==> src/rtl/spiflash_shift_engine.sv <==
// SPI mode-0 byte shifter: pops TX FIFO bytes out on MOSI MSB-first and optionally
// pushes the captured MISO bytes into the RX FIFO, stalling with SCLK low on FIFO flow control.
module spiflash_shift_engine #(
  parameter int unsigned CLKDIV = 2,
  parameter int unsigned LENW   = 16
) (
  input  logic            i_clk,
  input  logic            i_reset,
  input  logic            i_start,
  input  logic [LENW-1:0] i_len,
  input  logic            i_rx_en,
  output logic            o_busy,
  output logic            o_done,
  input  logic            i_tx_empty,
  input  logic [7:0]      i_tx_data,
  output logic            o_tx_rd,
  output logic            o_rx_wr_en,
  output logic [7:0]      o_rx_data,
  input  logic            i_rx_full,
  output logic            o_sclk,
  output logic            o_cs_n,
  output logic            o_mosi,
  input  logic            i_miso
);

  localparam int unsigned CW = (CLKDIV > 1) ? $clog2(CLKDIV) : 1;
  localparam logic [CW-1:0] CNT_LAST = CW'(CLKDIV - 1);

  typedef enum logic [2:0] {
    S_IDLE, S_CS_SETUP, S_LOAD, S_SHIFT, S_RX_PUSH, S_CS_HOLD
  } state_t;

  state_t          state, state_n;
  logic [CW-1:0]   cnt, cnt_n;
  logic [2:0]      bit_idx, bit_n;
  logic [LENW-1:0] remaining, rem_n;
  logic            rx_en_q, rx_en_n;
  logic [6:0]      tx_sh, tx_sh_n;
  logic [7:0]      rx_sh, rx_sh_n;
  logic            busy_n, done_n, sclk_n, cs_n_n, mosi_n;
  logic [7:0]      rx_data_n;
  logic            tx_rd_c, rx_wr_c, phase_end;

  // FIFO strobes are combinational so they can react to empty/full in the same cycle
  assign o_tx_rd    = tx_rd_c & ~i_reset;
  assign o_rx_wr_en = rx_wr_c & ~i_reset;

  // Next-state and datapath decode
  always_comb begin
    state_n   = state;
    cnt_n     = cnt;
    bit_n     = bit_idx;
    rem_n     = remaining;
    rx_en_n   = rx_en_q;
    tx_sh_n   = tx_sh;
    rx_sh_n   = rx_sh;
    busy_n    = o_busy;
    done_n    = 1'b0;
    sclk_n    = o_sclk;
    cs_n_n    = o_cs_n;
    mosi_n    = o_mosi;
    rx_data_n = o_rx_data;
    tx_rd_c   = 1'b0;
    rx_wr_c   = 1'b0;
    phase_end = (cnt == CNT_LAST);

    case (state)
      S_IDLE: begin
        if (i_start) begin
          if (i_len != '0) begin
            rem_n   = i_len;
            rx_en_n = i_rx_en;
            busy_n  = 1'b1;
            cs_n_n  = 1'b0;
            cnt_n   = '0;
            state_n = S_CS_SETUP;
          end else begin
            done_n = 1'b1;
          end
        end
      end
      S_CS_SETUP: begin
        if (phase_end) begin
          cnt_n   = '0;
          state_n = S_LOAD;
        end else begin
          cnt_n = cnt + CW'(1);
        end
      end
      S_LOAD: begin
        if (!i_tx_empty) begin
          tx_rd_c = 1'b1;
          tx_sh_n = i_tx_data[6:0];
          mosi_n  = i_tx_data[7];
          bit_n   = '0;
          cnt_n   = '0;
          state_n = S_SHIFT;
        end
      end
      S_SHIFT: begin
        if (!phase_end) begin
          cnt_n = cnt + CW'(1);
        end else begin
          cnt_n = '0;
          if (!o_sclk) begin
            sclk_n  = 1'b1;
            rx_sh_n = {rx_sh[6:0], i_miso};
          end else begin
            sclk_n = 1'b0;
            if (bit_idx == 3'd7) begin
              rem_n     = remaining - LENW'(1);
              rx_data_n = rx_sh;
              state_n   = S_RX_PUSH;
            end else begin
              tx_sh_n = {tx_sh[5:0], 1'b0};
              mosi_n  = tx_sh[6];
              bit_n   = bit_idx + 3'd1;
            end
          end
        end
      end
      S_RX_PUSH: begin
        if (!(rx_en_q && i_rx_full)) begin
          rx_wr_c = rx_en_q;
          cnt_n   = '0;
          state_n = (remaining != '0) ? S_LOAD : S_CS_HOLD;
        end
      end
      S_CS_HOLD: begin
        if (phase_end) begin
          cnt_n   = '0;
          cs_n_n  = 1'b1;
          mosi_n  = 1'b0;
          done_n  = 1'b1;
          busy_n  = 1'b0;
          state_n = S_IDLE;
        end else begin
          cnt_n = cnt + CW'(1);
        end
      end
      default: state_n = S_IDLE;
    endcase
  end

  // State and output registers
  always_ff @(posedge i_clk) begin
    if (i_reset) begin
      state     <= S_IDLE;
      cnt       <= '0;
      bit_idx   <= '0;
      remaining <= '0;
      rx_en_q   <= 1'b0;
      tx_sh     <= '0;
      rx_sh     <= '0;
      o_busy    <= 1'b0;
      o_done    <= 1'b0;
      o_sclk    <= 1'b0;
      o_cs_n    <= 1'b1;
      o_mosi    <= 1'b0;
      o_rx_data <= '0;
    end else begin
      state     <= state_n;
      cnt       <= cnt_n;
      bit_idx   <= bit_n;
      remaining <= rem_n;
      rx_en_q   <= rx_en_n;
      tx_sh     <= tx_sh_n;
      rx_sh     <= rx_sh_n;
      o_busy    <= busy_n;
      o_done    <= done_n;
      o_sclk    <= sclk_n;
      o_cs_n    <= cs_n_n;
      o_mosi    <= mosi_n;
      o_rx_data <= rx_data_n;
    end
  end

endmodule
==> config.mk <==
export PLATFORM = sky130hd
export DESIGN_NAME = spiflash_shift_engine
export DESIGN_NICKNAME = d
export VERILOG_FILES = /design/src/rtl/spiflash_shift_engine.sv
export SDC_FILE = /design/constraint.sdc
export NUM_CORES = 1
export LEC_CHECK = 0
export ABC_AREA = 1
export BUFFER_PORTS_ARGS = -buffer_cell sky130_fd_sc_hd__clkbuf_2
export CORE_MARGIN = 2
export CORE_UTILIZATION = 30
export CTS_BUF_LIST = sky130_fd_sc_hd__clkbuf_4 sky130_fd_sc_hd__clkbuf_8
export DETAILED_ROUTE_END_ITERATION = 8
export PLACE_DENSITY_LB_ADDON = 0.05
export SLEW_MARGIN = 15
export SYNTH_ARGS = -nofsm -noshare
export SYNTH_HDL_FRONTEND = slang
export SYNTH_SLANG_ARGS = --single-unit
==> constraint.sdc <==
create_clock -name i_clk -period 4.5 [get_ports i_clk]
set_clock_uncertainty 0.15 [all_clocks]
set_input_delay 0.9 -clock i_clk [delete_from_list [all_inputs] [get_ports i_clk]]
set_output_delay 0.9 -clock i_clk [all_outputs]
set_load 0.01 [all_outputs]
==> metrics.txt <==
PostCTS Resize Cnt 0; Synth Area in Compound Gates 16.12%; Net Count, Synth 497; gr usage total 15.29%; IO Pins between 40 and 50; Switching Fraction 42.04%; Post-synth EDFFs 0; fin crit share 68.06%; Peak VDD IR 0.0002135 V; Die Y about 100 microns; 1st-pass router iterations 5; final setup TNS 0 ps; fillers 1,034; crit path time final between 3000 and 4000 ps; Vias/cell ~4.6; CORE AREA a little over 9000 sq um; CP Launch Type flop; clk buf depth 2; vias in the first global route 2,565; Initial Util between 30% and 40%; Final Setup Violations 0; Synth Area in Simple Gates 35.24%; area post-placement between 3000 and 4000 sq um; main combinational cell family by area after synthesis simple AND/OR/NAND/NOR gates; Routed wire per std cell 12.11 microns; Pins Over Slew Limit 0; final wirelength 7413 microns; RSZ-0062 raised after global routing false; Final Hold Vio Count 0; # nets final ~540; cell area after layout 3274 sq um; mux share of post-synthesis cell area 0%; Inst Count DP ~600; largest net degree at the start of global routing 37; initial antenna violation count 0; Layout area overhead 15.29%; vias post-DR 2,834; cell-internal power between 1000 and 1500 uW; CP Capture Type flop; postcts setup bufs 0; Hold Path Class reg2reg; CTS HTree Levels 2; max-cap violations 0; Required @ worst endpoint roughly 4600 ps; Clock Sinks 52; Remaining Overflow, GRT 0; Adder-Cell Fraction of Synth Area roughly 1.8%; Cell variety after synth 30; Final Non-Filler Cells about 600; post-synthesis cell area approximately 2800 sq um; #FFs+latches synth 52; clk_lat worst skew 300 ps; min-delay src o_rx_data[0]; Peak Freq roughly 0.33 GHz; Combinational Power Share 40.7%; Slew HR between 50 and 60%; RR Startpoint state[0]; status finished, final reports clean; floorplan row count 35; NetSw about 740 uW; YS warnings 0; CTS buffer count 5; Gate Count Post-Synth 462; clock power share 22.4%; Critical Path Source state[0]; DRC violations left 0; Port Buffers 45; clk root buf clkbuf_8; DIE WIDTH 101.3 microns; DP Wirelength 5413 microns; Routability Congestion 0.8514; clock transition at the registers of the reported paths around 100 ps; pwr/cell area 535.3 nW/um^2; first-iteration detailed-routing DRC count 109; sequential share of power a little under two fifths; die area just over 10,000 sq um; Async SR Flop Fraction 0%; Routed Antenna Nets 0; # hold bufs at CTS 0; CTS tree built; Max Fanout on Critical Path 21; Post-Synth XOR/XNOR Area less than 1%; register area share after synthesis 36.65%; antenna diode count 0; WP data arrival 3120 ps; ys flop type dfxtp_1; WS Path Type reg2reg; first-pass GRT wire length 12,460 microns; P_leak 0.001592 uW; Worst Tran Pin Value 669.5 ps; layout cells sized above 1 between 10% and 20%; Mapped Avg Cell Area 6.148 sq um
## worst max-delay path: stages, from the launching register on
cell,delay [ps]
dfxtp_1,420
nand2_1,90
nor2_2,80
buf_4,260
nand4_1,540
nand2_1,750
inv_1,400
nor2_1,200
nor2_1,60
## synthesized netlist by cell type (2+ instances only)
| master | instances | area [sq um] |
|---|---|---|
| nor2_1 | 114 | 427.9 |
| nand2_1 | 99 | 371.6 |
| o21ai_0 | 54 | 270.3 |
| dfxtp_1 | 52 | 1041 |
| inv_1 | 50 | 187.7 |
| a21oi_1 | 25 | 125.1 |
| nand3_1 | 23 | 115.1 |
| clkbuf_1 | 7 | 26.28 |
| buf_2 | 5 | 25.02 |
| nor3_1 | 5 | 25.02 |
| ha_1 | 4 | 50.05 |
| nand4_1 | 3 | 18.77 |
| buf_4 | 2 | 15.01 |
| inv_2 | 2 | 7.510 |
| o21ai_1 | 2 | 10.01 |
## path summary, 6_finish.rpt
check	to	slack, ps	depth (start not counted)
min	o_rx_data[0]	300	2
min reg2reg	o_rx_data[0]	300	2
max	remaining[6]	1440	8
max reg2reg	remaining[6]	1440	8
## placed cells by master, fill, tap and decap left out, drive strengths merged
| cell | synthesis | routed |
|---|---|---|
| nor4 | 1 | 1 |
| nor3 | 6 | 6 |
| o21ai | 56 | 56 |
| a21oi | 25 | 25 |
| dfxtp | 52 | 52 |
| inv | 52 | 53 |
| buf | 8 | 2 |
| a31o | 1 | 1 |
| or2 | 1 | 1 |
| nand4 | 3 | 3 |
| ha | 4 | 4 |
| clkinv | 1 | 1 |
| clkbuf | 8 | 50 |
| bufinv | 0 | 2 |
| nor2 | 115 | 115 |
| xor2 | 1 | 1 |
| o21bai | 1 | 1 |
| o31ai | 1 | 1 |
| a21boi | 1 | 1 |
| o211a | 1 | 1 |
| nor3b | 1 | 1 |
| nand3 | 23 | 23 |
| nand2 | 100 | 100 |
## cell families (layout without fill, tap and decap cells)
group	after synthesis	after routing
DFF	52	52
xor gates and xnor gates	1	1
AOI/OAI and AO/OA	86	86
adders and majority gates	4	4
buffers and inverters	69	108
and+or+nand+nor	250	250
## metal layers
layer | part of all wire, % | wire length, microns | up-vias | GRT usage (%)
met5 | 0 | 0 | - | 0
met4 | 0.49 | 36 | 0 | 2.807
met3 | 4.1 | 301 | 2 | 2.761
met2 | 44 | 3277 | 46 | 24.61
met1 | 51 | 3797 | 1255 | 21.65
li1 | - | - | 1531 | -
## per-stage QoR
stage	power [uW]	hold WS [ps]	util, %	setup WS (ps)
6_report	1753	298.8	35.61	1438
2_1_floorplan	1196	276.0	-	1972
4_1_cts	1772	305.4	35.61	1296
3_3_place_gp	1370	286.0	34.11	1436
3_5_place_dp	1373	289.4	34.11	1316
5_1_grt	1928	321.0	35.61	1005
## registers in the layout, indices dropped and copies added, names as in the netlist
| register | count |
|---|---|
| remaining | 16 |
| o_rx_data | 8 |
| rx_sh | 8 |
| tx_sh | 7 |
| bit_idx | 3 |
| state | 3 |
| cnt | 1 |
| o_busy | 1 |
| o_cs_n | 1 |
| o_done | 1 |
| o_mosi | 1 |
| o_sclk | 1 |
| rx_en_q | 1 |
## area by class of cell
type                            instances  area (sq um)  share of cell area, %
Sequential cell                        52          1041                  31.79
Timing Repair Buffer                   47         240.2                  7.337
Tap cell                              111         138.9                  4.241
Clock buffer                            5         68.82                  2.102
Clock inverter                          3         68.82                  2.102
Inverter                               53         198.9                  6.076
Multi-Input combinational cell        341          1518                  46.35
## power groups by stage
stage | registers [uW] | logic (uW) | clock network, uW
finish | 647 | 713 | 392
global route | 660 | 845 | 423
CTS | 646 | 721 | 405
detailed placement | 656 | 717 | 0
global placement | 655 | 714 | 0
floorplan | 632 | 565 | 0
Power figures use the tool's default switching activity.
